$ cat config.mk
export PLATFORM = sky130hd
export DESIGN_NAME = ascii2bin_stream
export DESIGN_NICKNAME = d
export VERILOG_FILES = /design/src/rtl/ascii2bin_stream.sv
export SDC_FILE = /design/constraint.sdc
export NUM_CORES = 1
export LEC_CHECK = 0
export CAP_MARGIN = 5
export CORE_ASPECT_RATIO = 1.2
export CORE_MARGIN = 4
export CORE_UTILIZATION = 50
export CTS_BUF_LIST = sky130_fd_sc_hd__clkbuf_16
export CTS_CLUSTER_DIAMETER = 30
export DETAILED_ROUTE_END_ITERATION = 10
export PLACE_DENSITY = 0.89
export SYNTH_ARGS = -nofsm -noshare
export SYNTH_HDL_FRONTEND = slang
export SYNTH_SLANG_ARGS = --single-unit
$ cat constraint.sdc
create_clock -name clk -period 3.4 [get_ports clk]
set_input_delay 0.34 -clock clk [delete_from_list [all_inputs] [get_ports clk]]
set_output_delay 0.34 -clock clk [all_outputs]
set_load 0.01 [all_outputs]
$ cat src/rtl/ascii2bin_stream.sv
// Streaming ASCII-hex to binary parser: hex digits in, right-aligned word out on terminator or digit limit.
// Optional build macro ASCII2BIN_LOWERCASE_EN also accepts 'a'-'f' as hex digits.
module ascii2bin_stream #(
   parameter int NDIGITS = 8,
   parameter int CNTW    = 4
) (
   input  logic                   clk,
   input  logic                   rst,
   input  logic [7:0]             in_data,
   input  logic                   in_valid,
   output logic                   in_ready,
   output logic [4*NDIGITS-1:0]   out_data,
   output logic [CNTW-1:0]        out_count,
   output logic                   out_valid,
   input  logic                   out_ready,
   output logic                   err
);

   localparam int DW = 4 * NDIGITS;
   localparam logic [CNTW-1:0] CNT_ONE  = CNTW'(1);
   localparam logic [CNTW-1:0] CNT_LAST = CNTW'(NDIGITS);

   typedef enum logic {
      ACCUM = 1'b0,
      DONE  = 1'b1
   } state_t;

   typedef enum logic [1:0] {
      CLS_HEX     = 2'd0,
      CLS_TERM    = 2'd1,
      CLS_ILLEGAL = 2'd2
   } char_class_t;

   state_t          state_q;
   logic [DW-1:0]   acc_q;
   logic [CNTW-1:0] count_q;
   logic            out_valid_q;
   logic            err_q;

   char_class_t     char_class;
   logic [3:0]      char_nibble;
   logic [DW-1:0]   acc_d;
   logic [CNTW-1:0] count_d;
   logic            accept;

   // NOTE: every always_comb output gets a default first, so no path can leave it unassigned and infer a latch.
   always_comb begin
      char_class  = CLS_ILLEGAL;
      char_nibble = 4'h0;
      if (in_data >= 8'h30 && in_data <= 8'h39) begin
         char_class  = CLS_HEX;
         char_nibble = in_data[3:0];
      end else if (in_data >= 8'h41 && in_data <= 8'h46) begin
         char_class  = CLS_HEX;
         char_nibble = in_data[3:0] + 4'd9;
`ifdef ASCII2BIN_LOWERCASE_EN
      end else if (in_data >= 8'h61 && in_data <= 8'h66) begin
         char_class  = CLS_HEX;
         char_nibble = in_data[3:0] + 4'd9;
`endif
      end else if (in_data == 8'h0D || in_data == 8'h0A) begin
         char_class  = CLS_TERM;
      end
   end

   // Shift left rather than slice so NDIGITS=1 still elaborates.
   assign acc_d   = (acc_q << 4) | DW'(char_nibble);
   assign count_d = count_q + CNT_ONE;

   assign in_ready  = (state_q == ACCUM) && !rst;
   assign accept    = in_valid && in_ready;
   assign out_data  = acc_q;
   assign out_count = count_q;
   assign out_valid = out_valid_q;
   assign err       = err_q;

   // NOTE: sequential state uses non-blocking assignments only, so every register samples pre-edge values.
   always_ff @(posedge clk) begin
      if (rst) begin
         state_q     <= ACCUM;
         acc_q       <= '0;
         count_q     <= '0;
         out_valid_q <= 1'b0;
         err_q       <= 1'b0;
      end else begin
         err_q <= 1'b0;
         case (state_q)
            ACCUM: begin
               if (accept) begin
                  case (char_class)
                     CLS_HEX: begin
                        acc_q   <= acc_d;
                        count_q <= count_d;
                        if (count_d == CNT_LAST) begin
                           state_q     <= DONE;
                           out_valid_q <= 1'b1;
                        end
                     end
                     CLS_TERM: begin
                        // Empty tokens (CR after LF, blank lines) produce nothing.
                        if (count_q != '0) begin
                           state_q     <= DONE;
                           out_valid_q <= 1'b1;
                        end
                     end
                     default: begin
                        acc_q   <= '0;
                        count_q <= '0;
                        err_q   <= 1'b1;
                     end
                  endcase
               end
            end
            DONE: begin
               if (out_ready) begin
                  acc_q       <= '0;
                  count_q     <= '0;
                  state_q     <= ACCUM;
                  out_valid_q <= 1'b0;
               end
            end
            default: begin
               state_q     <= ACCUM;
               out_valid_q <= 1'b0;
            end
         endcase
      end
   end

endmodule

==> impl_metrics.xml <==
<?xml version="1.0" encoding="UTF-8"?>
<metrics>
  <group name="run">
    <metric name="cap_violations" unit="">0</metric>
  </group>
  <group name="floorplan">
    <metric name="die_height" unit="um">77.5</metric>
    <metric name="core-area" unit="mm^2">0.00391</metric>
    <metric name="dieWidth" unit="um">65.9</metric>
    <metric name="die_area" unit="mm^2">0.00510</metric>
    <metric name="fp-row-count" unit="">25</metric>
    <metric name="initial_utilization" unit="">0.514</metric>
    <metric name="boundaryPins" unit="">51</metric>
  </group>
  <group name="placement">
    <metric name="globalplace.congestion" unit="">0.888</metric>
    <metric name="dp_worst_setup_slack" unit="ns">0.478</metric>
    <metric name="port_buffers" unit="">50</metric>
    <metric name="dp_hpwl" unit="mm">3.44</metric>
  </group>
  <group name="clock_tree">
    <metric name="cts_hold_buf" unit="">0</metric>
    <metric name="cts_resized" unit="">0</metric>
    <metric name="clock_insertion_delay_worst_skew" unit="ns">0.28</metric>
    <metric name="ctsRootBufferMaster" unit="">clkbuf_16</metric>
    <metric name="clock_tree.buffer_depth" unit="">2</metric>
    <metric name="cts_inserted_buffers" unit="">5</metric>
    <metric name="clk_pin_slew_worst_setup_hold_paths" unit="ns">0.05</metric>
    <metric name="clock_tree.htree_level_count" unit="">2</metric>
    <metric name="clock_sink_count" unit="">39</metric>
    <metric name="cts_tree" unit="">done</metric>
    <metric name="post_cts_setup_buffer_count" unit="">0</metric>
  </group>
  <group name="power">
    <metric name="switching_portion_of_total_power" unit="">0.225</metric>
    <metric name="p_total" unit="mW">0.974</metric>
    <metric name="net-switching-power" unit="mW">0.219</metric>
    <metric name="vdd_drop_max" unit="mV">0.200</metric>
    <metric name="static-leakage-power" unit="nW">0.901</metric>
    <metric name="share_clk_of_total_power" unit="">0.443</metric>
    <metric name="cellPowerDensity" unit="mW/mm^2">369</metric>
    <metric name="power_report.internal_total" unit="mW">0.754</metric>
    <metric name="share_comb_of_total_power" unit="">0.083</metric>
    <metric name="power_frac_seq" unit="">0.473</metric>
  </group>
  <group name="global_routing">
    <metric name="global_route.overflow_total" unit="">0</metric>
    <metric name="globalRouteTotalUtil" unit="">0.218</metric>
    <metric name="first_global_vias" unit="">1814</metric>
    <metric name="grt_antenna_before_repair" unit="">0</metric>
    <metric name="grt_max_degree" unit="">39</metric>
    <metric name="global_route_wire_length_before_repair" unit="mm">8.62</metric>
  </group>
  <group name="critical_path">
    <metric name="critical-path-top-delay-family" unit="">compound AO/OA/AOI/OAI gates</metric>
    <metric name="cell_with_the_largest_stage_delay_on_the_worst_path" unit="">a21boi_1</metric>
    <metric name="worstSetupPathType" unit="">in2reg</metric>
    <metric name="worst_ep_arrival_time" unit="ns">2.87</metric>
    <metric name="cp.required" unit="ns">3.62</metric>
    <metric name="crit_buf_inv" unit="">2</metric>
    <metric name="slowest_delay" unit="ns">0.82</metric>
    <metric name="end_kind" unit="">flip-flop</metric>
    <metric name="timing.critical_path.cells" unit="">clkdlybuf4s50_1 -&gt; inv_1 -&gt; ha_1 -&gt; o21bai_1 -&gt; a21boi_1 -&gt; o21a_1 -&gt; a31o_2</metric>
    <metric name="worst_setup_path_start_kind" unit="">input port</metric>
    <metric name="crit_path_max_fanout" unit="">14</metric>
  </group>
  <group name="drt">
    <metric name="drc_errors" unit="">0</metric>
    <metric name="count_of_vias_placed_by_the_detailed_router" unit="">1906</metric>
    <metric name="drt.antenna.violating_nets" unit="">0</metric>
    <metric name="detail_route.vias_per_cell" unit="">6.05</metric>
    <metric name="route.final.wire_length" unit="mm">5.28</metric>
    <metric name="drt_first_pass_iters" unit="">4</metric>
    <metric name="wire_per_inst" unit="um">16.7</metric>
    <metric name="drtIter0Drc" unit="">222</metric>
  </group>
  <group name="synth">
    <metric name="synth_seq_cells" unit="">39</metric>
    <metric name="synthArstFlopShare" unit="">0</metric>
    <metric name="synth-warning-count" unit="">0</metric>
    <metric name="netlist_instances" unit="">218</metric>
    <metric name="post_synth_instance_area" unit="mm^2">0.00201</metric>
    <metric name="postSynthAreaPerCell" unit="um^2">9.22</metric>
    <metric name="synth_nets" unit="">237</metric>
    <metric name="synth-main-ff-cell" unit="">dfxtp_1</metric>
    <metric name="synth_enable_flop_cells" unit="">0</metric>
    <metric name="synth-seq-area-share" unit="">0.388</metric>
    <metric name="synth_cell_types" unit="">51</metric>
  </group>
  <group name="final_layout">
    <metric name="final_common_cell" unit="">clkdlybuf4s50_1</metric>
    <metric name="insertedDiodeCount" unit="">0</metric>
    <metric name="util_after_layout" unit="">0.675</metric>
    <metric name="layout-drive-gt1-share" unit="">0.115</metric>
    <metric name="mostFrequentLayoutCells" unit="">clkdlybuf4s50_1, dfxtp_1, inv_1</metric>
    <metric name="n_fill_cell" unit="">325</metric>
    <metric name="final_net_count" unit="">280</metric>
    <metric name="syn_to_final_growth" unit="%">31.2</metric>
  </group>
  <group name="sta">
    <metric name="fin_worst_hold_slack" unit="ns">0.477</metric>
    <metric name="setup_violations" unit="">0</metric>
    <metric name="finalCritPeriodShare" unit="">0.781</metric>
    <metric name="final-max-slew-violation-count" unit="">0</metric>
    <metric name="timing.final.hold_violations" unit="">0</metric>
    <metric name="final_period_minus_worst_setup_slack" unit="ns">2.66</metric>
    <metric name="clock_skew" unit="ns">0.00489</metric>
    <metric name="achievable-frequency" unit="GHz">0.377</metric>
    <metric name="rsz0062_at_grt" unit="">false</metric>
    <metric name="finalWorstSetupSlack" unit="ns">0.745</metric>
    <metric name="worst_slew_pin_slew" unit="ns">1.04</metric>
    <metric name="slew-limit-headroom" unit="">0.304</metric>
    <metric name="totalNegativeSetupSlack" unit="ns">0</metric>
  </group>
  <group name="run_status">
    <metric name="run_status" unit="">completed</metric>
  </group>
  <group name="min_path">
    <metric name="worstHoldPathType" unit="">reg2reg</metric>
  </group>
</metrics>
cells by family after synthesis:
| logic type | share of synthesized area |
|---|---|
| AOI/OAI and AO/OA | 0.255 |
| xor gates and xnor gates | 0.00436 |
| adders and majority gates | 0.0436 |
| buffers and inverters | 0.0908 |
| DFF | 0.388 |
| muxes | 0.00996 |
| and+or+nand+nor | 0.208 |
worst paths after layout:
kind                              startpoint           end  slack, ns  depth (start not counted)
worst max-delay path              in_data[0]  out_data[10]       0.74                          7
worst min-delay path            out_data[29]  out_data[29]       0.48                          2
worst max register to register       state_q  out_data[27]       1.31                          5
worst min register to register  out_data[29]  out_data[29]       0.48                          2
area by class of cell:
type | count | area [um^2] | area share
clock buffers | 5 | 125 | 0.0474
clock inverters | 2 | 8.76 | 0.00332
multi-input cells | 140 | 1050 | 0.397
flip-flops and latches | 39 | 781 | 0.296
well taps | 54 | 67.6 | 0.0256
inverters | 21 | 78.8 | 0.0299
repair buffers | 54 | 531 | 0.201
synth_stat cells (all sizes together), types with 7 or more instances:
cell | number | area (um^2)
o32ai | 7 | 61.3
a31o | 12 | 105
buf | 9 | 70.1
nor2b | 13 | 81.3
nor4b | 7 | 76.3
nor2 | 7 | 28.8
nand3 | 12 | 60.1
o31ai | 11 | 82.6
clkbuf | 9 | 33.8
inv | 21 | 78.8
o21ai | 11 | 58.8
ha | 7 | 87.6
dfxtp | 39 | 781
power groups by stage:
stage          clock network [mW]  registers [mW]  logic (mW)
2_1_floorplan                   0           0.471      0.0483
3_3_place_gp                    0           0.471      0.0789
3_5_place_dp                    0           0.471      0.0798
4_1_cts                     0.434           0.461      0.0807
5_1_grt                     0.459           0.461      0.0876
6_report                    0.431           0.461      0.0812
layer usage:
| metal | vias to the layer above | part of all wire | wire, um | GRT usage |
|---|---|---|---|---|
| met5 | - | 0 | 0 | 0 |
| met2 | 71 | 0.51 | 2710 | 0.372 |
| met1 | 926 | 0.41 | 2160 | 0.251 |
| met3 | 12 | 0.049 | 257 | 0.0463 |
| met4 | 0 | 0.028 | 150 | 0.110 |
| li1 | 897 | - | - | - |
flip-flops by register name, summed over array words and instances, names as in the netlist:
| register | count |
|---|---|
| err | 1 |
| out_count | 4 |
| out_data | 32 |
| out_valid | 1 |
| state_q | 1 |
tightest hold or removal path, stage by stage, from the launching register on:
cell and delay, ns:
dfxtp_1 0.30, inv_1 0.05, o32ai_1 0.07
metrics by stage:
step | std cells | instance area (um^2)
after floorplan | 218 | 2010
after global placement | 308 | 2500
after detailed placement | 308 | 2500
after CTS | 315 | 2640
after global routing | 315 | 2640
final | 315 | 2640
(Power assumes the default switching activity.)
